### src/rtl/mul_issue_if.sv
// Operand and result valid/ready streams of the multiplier issue controller.
interface mul_issue_if #(
    parameter int WIDTH = 8,
    parameter int TAG_W = 4
);
    logic               in_valid;
    logic               in_ready;
    logic [WIDTH-1:0]   in_a;
    logic [WIDTH-1:0]   in_b;
    logic [TAG_W-1:0]   in_tag;
    logic               res_valid;
    logic               res_ready;
    logic [2*WIDTH-1:0] res_product;
    logic [TAG_W-1:0]   res_tag;

    modport master (
        output in_valid, in_a, in_b, in_tag, res_ready,
        input  in_ready, res_valid, res_product, res_tag
    );

    modport slave (
        input  in_valid, in_a, in_b, in_tag, res_ready,
        output in_ready, res_valid, res_product, res_tag
    );
endinterface

### src/rtl/mul_issue_ctrl.sv
// Issue controller for the iterative multiplier: FIFO-buffered jobs,
// single-cycle launch, per-job product from the cumulative register.
module mul_issue_ctrl #(
    parameter int WIDTH       = 8,
    parameter int SUBDIV_SIZE = 4,
    parameter int DEPTH       = 4,
    parameter int TAG_W       = 4
) (
    input  logic               clk,
    input  logic               rst_n,
    mul_issue_if.slave         io,
    output logic               mul_start,
    output logic [WIDTH-1:0]   mul_op_a,
    output logic [WIDTH-1:0]   mul_op_b,
    input  logic [2*WIDTH-1:0] mul_product,
    input  logic               mul_done,
    output logic               busy
);
    localparam int AW = $clog2(DEPTH);
    localparam int EW = 2*WIDTH + TAG_W;
    localparam logic [AW:0] FULL_CNT = DEPTH[AW:0];

    if ((WIDTH % SUBDIV_SIZE) != 0 || DEPTH < 2) begin : g_bad_cfg
        $error("mul_issue_ctrl: unsupported parameter set");
    end

    typedef enum logic [1:0] {IDLE, LAUNCH, BUSY} state_t;

    state_t state_q, state_d;

    logic [EW-1:0]      mem [DEPTH];
    logic [AW-1:0]      wr_ptr, rd_ptr;
    logic [AW:0]        count;
    logic               full, empty, push, pop, capture;
    logic [EW-1:0]      head;
    logic [TAG_W-1:0]   tag_q;
    logic [2*WIDTH-1:0] base;

    assign full  = (count == FULL_CNT);
    assign empty = (count == '0);
    assign push  = io.in_valid && !full;
    assign head  = mem[rd_ptr];

    assign io.in_ready = !full;
    assign mul_start   = (state_q == LAUNCH);
    assign busy = (state_q != IDLE) || !empty || io.res_valid;

    always_comb begin
        state_d = state_q;
        pop     = 1'b0;
        capture = 1'b0;
        unique case (state_q)
            IDLE: begin
                if (!empty) begin
                    pop     = 1'b1;
                    state_d = LAUNCH;
                end
            end
            // mul_done may still be high from the previous job here
            LAUNCH: state_d = BUSY;
            BUSY: begin
                if (mul_done && (!io.res_valid || io.res_ready)) begin
                    capture = 1'b1;
                    state_d = IDLE;
                end
            end
            default: state_d = IDLE;
        endcase
    end

    always_ff @(posedge clk) begin
        if (push) mem[wr_ptr] <= {io.in_a, io.in_b, io.in_tag};
    end

    always_ff @(posedge clk or negedge rst_n) begin
        if (!rst_n) begin
            state_q <= IDLE;
            wr_ptr  <= '0;
            rd_ptr  <= '0;
            count   <= '0;
        end else begin
            state_q <= state_d;
            if (push) wr_ptr <= wr_ptr + 1'b1;
            if (pop)  rd_ptr <= rd_ptr + 1'b1;
            unique case ({push, pop})
                2'b10:   count <= count + 1'b1;
                2'b01:   count <= count - 1'b1;
                default: count <= count;
            endcase
        end
    end

    always_ff @(posedge clk or negedge rst_n) begin
        if (!rst_n) begin
            mul_op_a <= '0;
            mul_op_b <= '0;
            tag_q    <= '0;
            base     <= '0;
        end else begin
            if (pop) begin
                mul_op_a <= head[EW-1 -: WIDTH];
                mul_op_b <= head[TAG_W +: WIDTH];
                tag_q    <= head[TAG_W-1:0];
            end
            if (state_q == LAUNCH) base <= mul_product;
        end
    end

    // The multiplier never clears its product, so subtract the launch snapshot
    always_ff @(posedge clk or negedge rst_n) begin
        if (!rst_n) begin
            io.res_valid   <= 1'b0;
            io.res_product <= '0;
            io.res_tag     <= '0;
        end else if (capture) begin
            io.res_valid   <= 1'b1;
            io.res_product <= mul_product - base;
            io.res_tag     <= tag_q;
        end else if (io.res_ready) begin
            io.res_valid   <= 1'b0;
        end
    end
endmodule

### src/flat_wrapper.sv
// flat-port wrapper written by rule: the top's interface ports become plain ports
module mul_issue_ctrl_flat 
#(
    parameter int WIDTH       = 8,
    parameter int SUBDIV_SIZE = 4,
    parameter int DEPTH       = 4,
    parameter int TAG_W       = 4
)
  (clk, rst_n, mul_start, mul_op_a, mul_op_b, mul_product, mul_done, busy, io_in_valid, io_in_a, io_in_b, io_in_tag, io_res_ready, io_in_ready, io_res_valid, io_res_product, io_res_tag);
  mul_issue_if #(.WIDTH(WIDTH), .TAG_W(TAG_W)) io_i ();
  input  logic clk;
  input  logic rst_n;
  output logic mul_start;
  output logic [WIDTH-1:0] mul_op_a;
  output logic [WIDTH-1:0] mul_op_b;
  input  logic [2*WIDTH-1:0] mul_product;
  input  logic mul_done;
  output logic busy;
  input wire logic [$bits(io_i.in_valid)-1:0] io_in_valid;
  input wire logic [$bits(io_i.in_a)-1:0] io_in_a;
  input wire logic [$bits(io_i.in_b)-1:0] io_in_b;
  input wire logic [$bits(io_i.in_tag)-1:0] io_in_tag;
  input wire logic [$bits(io_i.res_ready)-1:0] io_res_ready;
  output wire logic [$bits(io_i.in_ready)-1:0] io_in_ready;
  output wire logic [$bits(io_i.res_valid)-1:0] io_res_valid;
  output wire logic [$bits(io_i.res_product)-1:0] io_res_product;
  output wire logic [$bits(io_i.res_tag)-1:0] io_res_tag;
  assign io_i.in_valid = io_in_valid;
  assign io_i.in_a = io_in_a;
  assign io_i.in_b = io_in_b;
  assign io_i.in_tag = io_in_tag;
  assign io_i.res_ready = io_res_ready;
  assign io_in_ready = io_i.in_ready;
  assign io_res_valid = io_i.res_valid;
  assign io_res_product = io_i.res_product;
  assign io_res_tag = io_i.res_tag;
  mul_issue_ctrl #(.WIDTH(WIDTH), .SUBDIV_SIZE(SUBDIV_SIZE), .DEPTH(DEPTH), .TAG_W(TAG_W)) u_core (.clk(clk), .rst_n(rst_n), .io(io_i), .mul_start(mul_start), .mul_op_a(mul_op_a), .mul_op_b(mul_op_b), .mul_product(mul_product), .mul_done(mul_done), .busy(busy));
endmodule
### config.mk
export PLATFORM = sky130hd
export DESIGN_NAME = mul_issue_ctrl_flat
export DESIGN_NICKNAME = d
export VERILOG_FILES = /design/src/rtl/mul_issue_if.sv /design/src/rtl/mul_issue_ctrl.sv /design/src/flat_wrapper.sv
export SDC_FILE = /design/constraint.sdc
export NUM_CORES = 1
export LEC_CHECK = 0
export CAP_MARGIN = 20
export CORE_UTILIZATION = 50
export DETAILED_ROUTE_END_ITERATION = 8
export PLACE_DENSITY = 0.8
export RECOVER_POWER = 50
export SLEW_MARGIN = 20
export SYNTH_ARGS = -nofsm -noshare
export SYNTH_HDL_FRONTEND = slang
export SYNTH_SLANG_ARGS = --single-unit
### constraint.sdc
create_clock -name clk -period 2.02 [get_ports clk]
set_input_delay 0.404 -clock clk [delete_from_list [all_inputs] [get_ports clk]]
set_output_delay 0.404 -clock clk [all_outputs]
set_load 0.02 [all_outputs]
-- After elaboration in Yosys (flattened, before gate mapping)
Memory sizes are Yosys's and may differ from the RTL's. A register that Yosys moved wholly into a read port is not among the register bits.
Cells that the tools add are included.
- flip-flop bits (word level): 46
- bits in writable memories: 80
- input bits: 41
- output and inout port bits: 40
- word-level logic and storage cells: 48
- memories kept: 1
- memories (memory ; words ; bits a word ; read ports ; clocked after Yosys merged registers in ; write ports ; RTL line ; text):
    u_core.mem ; 4 ; 20 ; 1 ; 1 ; 1 ; mul_issue_ctrl.sv:31 ; logic [EW-1:0] mem [DEPTH];
- $add $sub $neg: 5
- equal/unequal tests: 7
- muxes and demuxes: 12
- reduce and logical (&&, ||, !) cells: 15
- operators by type and width (operator ; count):
    16-bit subtractor ; 1
    1-bit two-way mux ; 8
    2-bit one-hot mux with 3 select lines ; 1
    3-bit one-hot mux with 2 select lines ; 1
    2-bit nonzero test ; 3
    2-bit by 1-bit adder with 2-bit output (second input constant) ; 2
    2-bit by 1-bit == test with 1-bit output (second input constant) ; 2
    2-bit == test (second input constant) ; 2
    1-bit zero test ; 4
    2-bit two-way mux ; 2
    3-bit by 1-bit adder with 3-bit output (second input constant) ; 1
    3-bit == test (second input constant) ; 1
    3-bit zero test ; 1
    1-bit logical OR ; 3
    3-bit by 1-bit subtractor with 3-bit output (second input constant) ; 1
    1-bit logical AND ; 2
    2-bit zero test ; 1
    2-bit by 1-bit != test with 1-bit output (second input constant) ; 1
    2-bit != test (second input constant) ; 1
    2-bit AND reduction ; 1

-- Logic depth before layout (Yosys ltp)
Gate-level depths: netlist of run 1.
- word-level depth: 6
- mapped depth: 10
- gate-level depth less buffers: 10

-- Worst setup path after synthesis of run 1
Ideal clock, no wire load.
- path type: reg-to-reg
- from: register u_core.count[0]
- to: register u_core.count[2]
- setup time: 0.079 ns
- arrival time: 2.028 ns
- required time: 1.941 ns
- setup slack: -0.087 ns
- stages on the path, launching flop included: 11
- path buffers: 0
- period minus slack after synthesis: 2.107 ns
- cell sequence: dfrtp_1 > inv_1 > nand3_1 > and2_1 > inv_1 > ha_1 > inv_1 > fa_1 > xor2_1 > nor2_1 > xor2_1
- cells in the longest elaborated chain, start to end: 5
- elaborated cells on any way between the ends: 12
- classes of those cells: add/sub (2); eq/ne (3); mux (3); reduce/logical (4)
- RTL lines (item ; RTL line ; text):
    start: declaration ; mul_issue_ctrl.sv:33 ; logic [AW:0] count;
    start signal: assignment ; mul_issue_ctrl.sv:86 ; 2'b10: count <= count + 1'b1;
    start signal: assignment ; mul_issue_ctrl.sv:87 ; 2'b01: count <= count - 1'b1;
    start signal: assignment ; mul_issue_ctrl.sv:88 ; default: count <= count;
    3-bit == test * ; mul_issue_ctrl.sv:39 ; assign full = (count == FULL_CNT);
    1-bit zero test * ; n/a ;
    net io_in_ready ; flat_wrapper.sv:24 ; output wire logic [$bits(io_i.in_ready)-1:0] io_in_ready;
    1-bit logical AND * ; mul_issue_ctrl.sv:41 ; assign push = io.in_valid && !full;
    2-bit by 1-bit == test with 1-bit output / 2-bit == test (equally long branches) ; mul_issue_ctrl.sv:85 ; unique case ({push, pop})
    3-bit one-hot mux with 2 select lines / 2-bit nonzero test (equally long branches) ; n/a ;
The timed path passes the listed nets; every way through them passes the cells marked *.
A chain may end at the register's enable or synchronous reset.

-- Final worst setup path of run 1
- from: input mul_product[8]
- to: register u_core.io.res_product[15]
- cells in the longest elaborated chain, start to end: 1
- RTL lines (item ; RTL line ; text):
    start: declaration ; flat_wrapper.sv:16 ; input logic [2*WIDTH-1:0] mul_product;
    16-bit subtractor ; mul_issue_ctrl.sv:117 ; io.res_product <= mul_product - base;
    end signal: assignment ; mul_issue_ctrl.sv:117 ;
    end: declaration ; mul_issue_if.sv:23 ; output in_ready, res_valid, res_product, res_tag
Every way passes these cells.

==> impl_results.md, run 1 <==
* Result of the run: finished, final reports clean
* R2R cell count at 8
* Startpoint-to-endpoint class of the critical path: input pin to flop
* Cell with the most instances after synthesis: edfxtp_1
* Setup_tns at 0 ps
* Global-route met1 utilization at 0.2667
* Post-synth top area share at 0.3872
* Total DRC errors in the routed layout at 0
* Die Height at 113.4 um
* Nets at 618
* Tightest hold margin at 365.5 ps
* Starting DRC count in detailed routing at 203
* Leak Pwr at 3.333 nW
* Max-cap violations at 0
* Mapped Nets at 483
* Area of the multi-input gates at 2103 sq um
* Number of register bits inferred by synthesis at 146
* Pin count of the biggest net entering global routing at 56
* Gr ovfl total at 0
* Maximum level of the CTS H-tree at 4
* Cell total after placement at 699
* Root buf cell: clkbuf_16
* Non-filler cells, final at 736
* Pin slew with the least headroom to its limit at 768.0 ps
* Layout area overhead at 34.89%
* Per-cell via count in the routed design at 5.285
* Worst-case clock buffer depth at 2
* Vias in the first global route at 4158
* Timing startpoint of the critical path: mul_product[8]
* Worst setup timing slack at the placement stage at -534.9 ps
* Sequential cell area fraction in the yosys report at 0.6534
* Worst Skew at 5.335 ps
* I/O pin count at 81
* RD Place Congestion at 0.8423
* Port Buffers at 80
* Ant diodes at 0
* Number of filler instances in the final layout at 804
* Die Outline Area at 12860 sq um
* Min-Delay Startpoint: mul_product[2]
* Worst IR drop on VDD at 852.5 uV
* Worst setup endpoint: u_core.io.res_product[15]$_DFFE_PN0P_
* Pins Over Slew Limit at 0
* Setup repair after global routing missed its margin: true
* Instance count of the mapped netlist at 420
* Number of vias after detailed routing at 3890
* Share of async-settable or async-resettable flops after synthesis at 0.4521
* Worst EP required at 2320 ps
* Cell variety after synth at 45
* Fraction of layout instances using a drive strength above 1 at 0.2676
* Register cell area after layout at 4054 sq um
* Final HPWL from detailed placement at 8605 um
* Dominant cells by area after synthesis: edfxtp_1 (39%), dfrtp_1 (27%), mux4_2 (7.3%)
* Clock power share at 0.235
* Net switching power at 4.663 mW
* Global-route wire length before repair at 20890 um
* Final worst-path setup slack at 17.02 ps
* Switching Fraction at 0.3327
* Portion of the clock cycle consumed by the worst path in the final layout at 0.9916
* Core ar. at 12060 sq um
* Busiest grt layer: met2
* Arrival time of data at the critical path endpoint at 2300 ps
* Clk_lat worst skew at 420 ps
* Final hold vios at 0
* Leading cell types by count after synthesis: edfxtp_1 (80), dfrtp_1 (66), nand2_1 (41)
* Avg WL per Cell at 17.42 um
* Startpoint of the lowest-slack register-to-register path: u_core.base[0]$_DFFE_PN0P_
* Post-Synthesis Cell Area at 6205 sq um
* Number of iterations in the first detailed-routing pass at 4
* Met3 routing resource usage after global routing at 0.05367
* Worst-case headroom to the max-slew limit at 0.4880
* Post-route ant nets at 0
* Initial cell density of the core at 0.5144
* Cell internal power dissipation at 9.351 mW
* Met2 demand-to-capacity share in global routing at 0.3791
* Endpoint of the worst-slack reg-to-reg timing path: u_core.io.res_product[10]$_DFFE_PN0P_
* Antenna violations before repair at 0
* Cell area after placement at 7599 sq um
* Global Route Usage Sum at 0.2197
* Number of buffers created by CTS at 17
* Cell Pwr Density at 1674 nW/um^2
* CP Max Fanout at 4
* Portion of total power attributed to sequential cells at 0.333
* Post-layout minimum cycle time at 2003 ps
* Register-to-register setup slack at 120 ps
* Category of the worst setup path launch point: input pin
* Die width at 113.4 um
* Biggest area consumer among synthesized cells: edfxtp_1
* Type of the tightest min-delay check: input pin to flop
* Top FF cell, synth: edfxtp_1
* Number of rows created at floorplan at 40
* Endpoint type of the worst setup path: flop
* Clock-pin slew of the registers on the worst-case setup and hold paths at 60 ps
* Yosys synthesis warning count at 0
* Number of enable-type register cells in the synthesized netlist at 80
* Final wirelength at 12820 um
* Max frequency at 499.3 MHz
* Post-Syn Area per Cell at 14.77 sq um
* Power share of the combinational group at 0.432
* Clock tree sinks at 146
* Design area at 8369 sq um
* Setup Viol. Count Final at 0
* TritonCTS clock tree: built
-- layer usage --
metal  wire [um]  vias up
met3         557       22
met2        6591      102
li1            -     1821
met1        5392     1945
met5           0        -
met4         281        0
-- sequential cells by signal, indices dropped and copies added, names as in the netlist --
name and count:
u_core.io.res_tag 4, u_core.rd_ptr 2, u_core.io.res_valid 1, u_core.mem 80
u_core.wr_ptr 2, u_core.mul_op_b 8, u_core.state_q 2, u_core.io.res_product 16
u_core.count 3, u_core.base 16, u_core.tag_q 4, u_core.mul_op_a 8
-- how the worst min path moves through the flow --
stage | to | slack [ps] | cells past startpoint
2_1_floorplan | u_core.base[0]$_DFFE_PN0P_ | 110 | 0
3_3_place_gp | u_core.mul_op_b[6]$_DFFE_PN0P_ | 320 | 1
3_5_place_dp | u_core.mul_op_b[6]$_DFFE_PN0P_ | 320 | 1
4_1_cts | u_core.base[0]$_DFFE_PN0P_ | 400 | 2
5_1_grt | u_core.base[2]$_DFFE_PN0P_ | 390 | 3
6_report | u_core.base[2]$_DFFE_PN0P_ | 370 | 3
-- placed cells by master (no fill, tap or decap), types with 7 or more instances in the layout --
| cell type | n |
|---|---|
| a21oi_1 | 9 |
| buf_12 | 7 |
| buf_4 | 45 |
| clkbuf_16 | 17 |
| clkdlybuf4s50_1 | 52 |
| dfrtp_1 | 66 |
| dlygate4sd3_1 | 21 |
| edfxtp_1 | 80 |
| ha_1 | 15 |
| inv_1 | 22 |
| mux2_2 | 26 |
| mux4_2 | 20 |
| nand2_1 | 40 |
| o21ai_0 | 29 |
| o21ai_1 | 11 |
| xnor2_1 | 8 |
| xor2_1 | 12 |
-- cell type report --
| cell class | count | area share |
|---|---|---|
| repair buffers | 133 | 0.1531 |
| clock inverters | 15 | 0.02452 |
| well taps | 168 | 0.02512 |
| multi-input cells | 233 | 0.2513 |
| flip-flops and latches | 146 | 0.4844 |
| inverters | 24 | 0.01076 |
| clock buffers | 17 | 0.05083 |
-- metrics by stage --
stage / utilization / total power [mW]
2_1_floorplan: - / 8.138
3_3_place_gp: 0.6300 / 10.34
3_5_place_dp: 0.6300 / 10.57
4_1_cts: 0.6872 / 14.02
5_1_grt: 0.6939 / 14.84
6_report: 0.6939 / 14.01
-- cell families after synthesis --
| family | Yosys count | share of synthesized area |
|---|---|---|
| compound gates | 72 | 0.06957 |
| mux | 46 | 0.1198 |
| simple gates | 73 | 0.05586 |
| flops | 146 | 0.6534 |
| fa+ha+maj | 22 | 0.04678 |
| xor+xnor | 20 | 0.02823 |
| buf+inv | 41 | 0.02642 |
-- power groups by stage --
stage,logic [mW],clock network (mW),registers (mW)
after floorplan,3.12,0,5.02
after global placement,5.69,0,4.64
after detailed placement,5.86,0,4.70
after CTS,5.99,3.35,4.68
after global routing,6.60,3.48,4.76
final,6.06,3.29,4.67
-- repair_timing --
action	CTS	global route
hold endpoints to repair	11	0
gates cloned	0	0
resized for setup	13	13
endpoints found under the setup margin	8	8
buffers inserted	2	2
pin swaps	4	8
hold buffers	1	0
-- critical path: stages --
cell	delay, ps
clkdlybuf4s50_1	510
ha_4	340
a21oi_1	80
o21ba_1	230
o31a_1	350
and3b_1	180
a21oi_1	130
o21ai_1	70
No activity file was read; power rests on OpenSTA's default activity.
==> inputs of run 2 (changes only) <==
- GPL_ROUTABILITY_DRIVEN: default -> 0
==> run 2 against run 1 <==
Against the previous run: clock-buffer cell count grew 4; via count shrank 1.5%; maximum frequency grew 0.90%; first-iteration DRC count shrank 11%; flip-flop and latch count is the same; non-clock buffer count shrank 5; final cell count shrank 0.68%; worst setup slack gained 18 ps; sequential power is essentially flat; wire length shrank 0.89%; power shrank 1.4%; clock power shrank 4%; critical endpoint unchanged.
==> impl_results.md, run 2 (synthesis gave the netlist of run 1 again) <==
* Top Registers: u_core.mem x80, u_core.base x16, u_core.io.res_product x16
* Design area at 8292 sq um
* Port Buffers at 80
* Worst IR drop on VDD at 922.5 uV
* Total power of the final layout at 13.81 mW
* Number of buffers created by CTS at 17
* Pin count of the biggest net entering global routing at 54
* Cell Pwr Density at 1666 nW/um^2
* Most common cell after layout, fill and taps aside: edfxtp_1
* Core ar. at 12060 sq um
* Category of the worst setup path launch point: input pin
* Leak Pwr at 3.300 nW
* Ant diodes at 0
* I/O pin count at 81
* Vias in the first global route at 4116
* Max frequency at 503.8 MHz
* Maximum level of the CTS H-tree at 4
* Setup Viol. Count Final at 0
* Tightest hold margin at 273.1 ps
* Pin slew with the least headroom to its limit at 893.4 ps
* CP Max Fanout at 5
* Worst Skew at 9.594 ps
* Clk_lat worst skew at 420 ps
* Post-layout minimum cycle time at 1985 ps
* Global Route Usage Sum at 0.2137
* Starting DRC count in detailed routing at 181
* TritonCTS clock tree: built
* Die Height at 113.4 um
* Startpoint-to-endpoint class of the critical path: input pin to flop
* Portion of the clock cycle consumed by the worst path in the final layout at 0.9827
* Global-route wire length before repair at 20210 um
* Total DRC errors in the routed layout at 0
* Gr ovfl total at 0
* Clock tree sinks at 146
* Final HPWL from detailed placement at 8468 um
* Cell area after placement at 7584 sq um
* Worst-case headroom to the max-slew limit at 0.4044
* Biggest register: u_core.mem
* Max-cap violations at 0
* Root buf cell: clkbuf_16
* Avg WL per Cell at 17.39 um
* Setup repair after global routing missed its margin: true
* Worst EP required at 2320 ps
* Result of the run: finished, final reports clean
* Register-to-register setup slack at 90 ps
* Nets at 613
* Type of the tightest min-delay check: input pin to flop
* Most used cells in the layout excluding fill and tap cells: edfxtp_1 (80), dfrtp_1 (66), clkdlybuf4s50_1 (52)
* Pins Over Slew Limit at 0
* Antenna violations before repair at 0
* Layout area overhead at 33.64%
* Number of filler instances in the final layout at 807
* Final hold vios at 0
* Initial cell density of the core at 0.5144
* Die Outline Area at 12860 sq um
* Number of vias after detailed routing at 3831
* Number of rows created at floorplan at 40
* Max FFs per register at 80
* Final wirelength at 12710 um
* Endpoint type of the worst setup path: flop
* Number of iterations in the first detailed-routing pass at 4
* Per-cell via count in the routed design at 5.241
* Fraction of layout instances using a drive strength above 1 at 0.2593
* Die width at 113.4 um
* Worst-case clock buffer depth at 2
* Clock-pin slew of the registers on the worst-case setup and hold paths at 60 ps
* Post-route ant nets at 0
* Arrival time of data at the critical path endpoint at 2280 ps
-- run 2: final cells by class --
type,instances,area [sq um],area share
repair buffers,128,1242,0.1498
multi-input cells,233,2091,0.2522
clock buffers,21,450.4,0.05432
clock inverters,11,153.9,0.01856
flip-flops and latches,146,4054,0.4889
inverters,24,90.09,0.01086
well taps,168,210.2,0.02535
-- run 2: critical path, stage by stage --
cell,delay (ps)
clkdlybuf4s50_1,480
ha_4,320
a21o_1,160
o21ba_1,200
o31a_1,340
and3b_1,180
a21oi_1,110
o21ai_1,70
-- run 2: path summary, 6_finish.rpt --
kind	depth (start not counted)	end	from
worst max-delay path	8	u_core.io.res_product[15]$_DFFE_PN0P_	mul_product[10]
max in group asynchronous	3	u_core.io.res_product[15]$_DFFE_PN0P_	rst_n
min in group asynchronous	2	u_core.mul_op_b[6]$_DFFE_PN0P_	rst_n
worst min register to register	2	u_core.io.res_product[6]$_DFFE_PN0P_	u_core.io.res_product[6]$_DFFE_PN0P_
worst min-delay path	2	u_core.base[0]$_DFFE_PN0P_	mul_product[0]
worst max register to register	9	u_core.count[2]$_DFFE_PN0P_	u_core.count[2]$_DFFE_PN0P_
-- run 2: timing repair --
action,CTS,global route
resized for setup,8,18
setup endpoints to repair,7,9
endpoints found under the hold margin,13,0
pin swaps,2,13
buffers inserted,0,2
gates cloned,0,0
hold buffers,1,0
-- run 2: report_power, final --
group / internal, mW / switching (mW)
Sequential: 4.18 / 0.485
Combinational: 3.01 / 2.96
Clock: 1.98 / 1.19
Total: 9.18 / 4.63
-- run 2: stage by stage --
stage	setup WS, ps	setup TNS, ps	util	instances
after CTS	30.11	0	0.6809	730
after detailed placement	-507.1	-4560	0.6287	697
after global placement	-456.9	-4000	0.6287	697
after global routing	-43.73	-43.73	0.6874	731
final	34.89	0	0.6874	731
after floorplan	23.76	0	-	420
-- run 2: metal layers --
metal,wire length (um),global-route usage,up-vias
met4,336,0.1088,0
met1,5176,0.2436,1889
li1,-,-,1807
met3,556,0.04942,24
met2,6639,0.3783,111
met5,0,0,-
==> inputs of run 3 (changes only) <==
- CTS_BUF_LIST: default -> sky130_fd_sc_hd__clkbuf_16
- CTS_CLUSTER_SIZE: default -> 8
- SETUP_SLACK_MARGIN: default -> 0.5
==> run 3 against run 2 <==
Against the previous run: clock skew is 1.7 ps lower; combinational power is 31% higher; flip-flop and latch count stayed put; utilization is 6.1 points higher; wire length is 15% higher; power is 12% higher; clock-buffer cell count is 4 lower; die area stayed put.
==> impl_results.md, run 3 (synthesis gave the netlist of run 1 again) <==
* Final design utilization at 0.7480
* Number of rows created at floorplan at 40
* Post-route ant nets at 0
* Clk_lat worst skew at 430 ps
* Max frequency at 511.3 MHz
* Starting DRC count in detailed routing at 199
* Category of the worst setup path launch point: flop
* Final HPWL from detailed placement at 8564 um
* Total power of the final layout at 15.50 mW
* Avg WL per Cell at 19.02 um
* Number of buffers created by CTS at 17
* Number of vias after detailed routing at 4110
* Final wirelength at 14610 um
* Per-cell via count in the routed design at 5.352
* Post-layout minimum cycle time at 1956 ps
* Root buf cell: clkbuf_16
* Startpoint-to-endpoint class of the critical path: flop to flop
* Worst-case clock buffer depth at 2
* Die width at 113.4 um
* Clock-pin slew of the registers on the worst-case setup and hold paths at 60 ps
* Pin slew with the least headroom to its limit at 1270 ps
* Core ar. at 12060 sq um
* Worst EP required at 2330 ps
* Result of the run: finished, final reports clean
* CP Max Fanout at 6
* Worst Skew at 7.931 ps
* Worst-case headroom to the max-slew limit at 0.1534
* Clock tree sinks at 146
* Worst setup timing slack at the placement stage at -549.1 ps
* I/O pin count at 81
* Maximum level of the CTS H-tree at 4
* TritonCTS clock tree: built
* Die Height at 113.4 um
* Global Route Usage Sum at 0.2409
* Initial cell density of the core at 0.5144
* Final hold vios at 0
* Max FFs per register at 80
* Endpoint type of the worst setup path: flop
* Max-cap violations at 0
* Type of the tightest min-delay check: input pin to flop
* Pins Over Slew Limit at 0
* Total DRC errors in the routed layout at 0
* Biggest register: u_core.mem
* Global-route wire length before repair at 22550 um
* Die Outline Area at 12860 sq um
* Design area at 9022 sq um
* Final worst-path setup slack at 64.34 ps
* Fraction of layout instances using a drive strength above 1 at 0.4124
* Port Buffers at 80
* Setup Viol. Count Final at 0
* Vias in the first global route at 4392
* Gr ovfl total at 0
* Most used cells in the layout excluding fill and tap cells: edfxtp_1 (80), dfrtp_1 (61), buf_4 (48)
* Pin count of the biggest net entering global routing at 31
* Setup repair after global routing missed its margin: true
* Number of iterations in the first detailed-routing pass at 4
* Leak Pwr at 3.617 nW
* Worst IR drop on VDD at 1113 uV
* Layout area overhead at 45.41%
* Portion of the clock cycle consumed by the worst path in the final layout at 0.9681
* Cell Pwr Density at 1718 nW/um^2
* Arrival time of data at the critical path endpoint at 2260 ps
* Tightest hold margin at 402.6 ps
* Most common cell after layout, fill and taps aside: edfxtp_1
* Antenna violations before repair at 1
* Top Registers: u_core.mem x80, u_core.base x16, u_core.io.res_product x16
* Cell area after placement at 7747 sq um
* Nets at 651
run 3: changes by cell type in the layout (fill, tap and decap cells not counted), moves of 6 or more:
cell             change
ha_4                +10
buf_6               +17
clkbuf_2             +7
o21ai_0              -6
clkdlybuf4s15_2     +22
clkdlybuf4s15_1      +6
mux2_4               +7
buf_12               +7
buf_4                +8
ha_1                -10
dlygate4sd2_1        +6
clkdlybuf4s50_1     -42
mux2_2               -7
run 3: worst paths after layout:
check	slack [ps]	cells after the start	to	start
worst min register to register	480	2	u_core.io.res_product[1]$_DFFE_PN0P_	u_core.io.res_product[1]$_DFFE_PN0P_
worst max-delay path	60	8	u_core.tag_q[3]$_DFFE_PN0P_	u_core.count[2]$_DFFE_PN0P_
worst max register to register	60	8	u_core.tag_q[3]$_DFFE_PN0P_	u_core.count[2]$_DFFE_PN0P_
max in group asynchronous	400	2	u_core.count[2]$_DFFE_PN0P_	rst_n
min in group asynchronous	780	2	u_core.base[1]$_DFFE_PN0P_	rst_n
worst min-delay path	400	3	u_core.base[8]$_DFFE_PN0P_	mul_product[8]
run 3: final cells by class:
class                      count  area (sq um)
antenna                        1         2.502
timing repair buffer         166          1753
clock inverter                13         125.1
fill                         701          3039
tap                          168         210.2
sequential                   146          4060
clock buffer                  17         425.4
inverter                      24         105.1
multi-input combinational    233          2341
run 3: per-layer routing:
| metal | GRT usage | vias to the layer above | wire length (um) |
|---|---|---|---|
| met4 | 0.1132 | 0 | 355 |
| met1 | 0.2741 | 2066 | 5637 |
| li1 | - | 1878 | - |
| met3 | 0.06111 | 29 | 768 |
| met2 | 0.4274 | 137 | 7847 |
| met5 | 0 | - | 0 |
run 3: through the flow:
step | TNS (ps) | std cells
2_1_floorplan | 0 | 420
3_3_place_gp | -3791 | 690
3_5_place_dp | -4446 | 690
4_1_cts | 0 | 752
5_1_grt | 0 | 768
6_report | 0 | 768
run 3: what timing repair did:
action,4_1_cts,5_1_grt
hold buffers,1,0
endpoints found under the hold margin,18,0
pin swaps,21,25
gates resized for setup,170,43
cloned,5,1
setup endpoints to repair,77,89
setup buffers,26,14
run 3: report_power, final:
group | leakage [nW] | switching (mW) | internal, mW | total, mW
Combinational | 1.82 | 3.60 | 4.24 | 7.84
Clock | 0.271 | 1.18 | 1.78 | 2.96
Sequential | 1.53 | 0.506 | 4.19 | 4.70
run 3: worst max-delay path, cell delays in order, from the launching register on:
cell and delay (ps):
dfrtp_2 430, nor3_1 370, buf_6 170, nor3_4 40, buf_4 130, buf_8 130
buf_12 120, buf_16 140, mux2_4 300
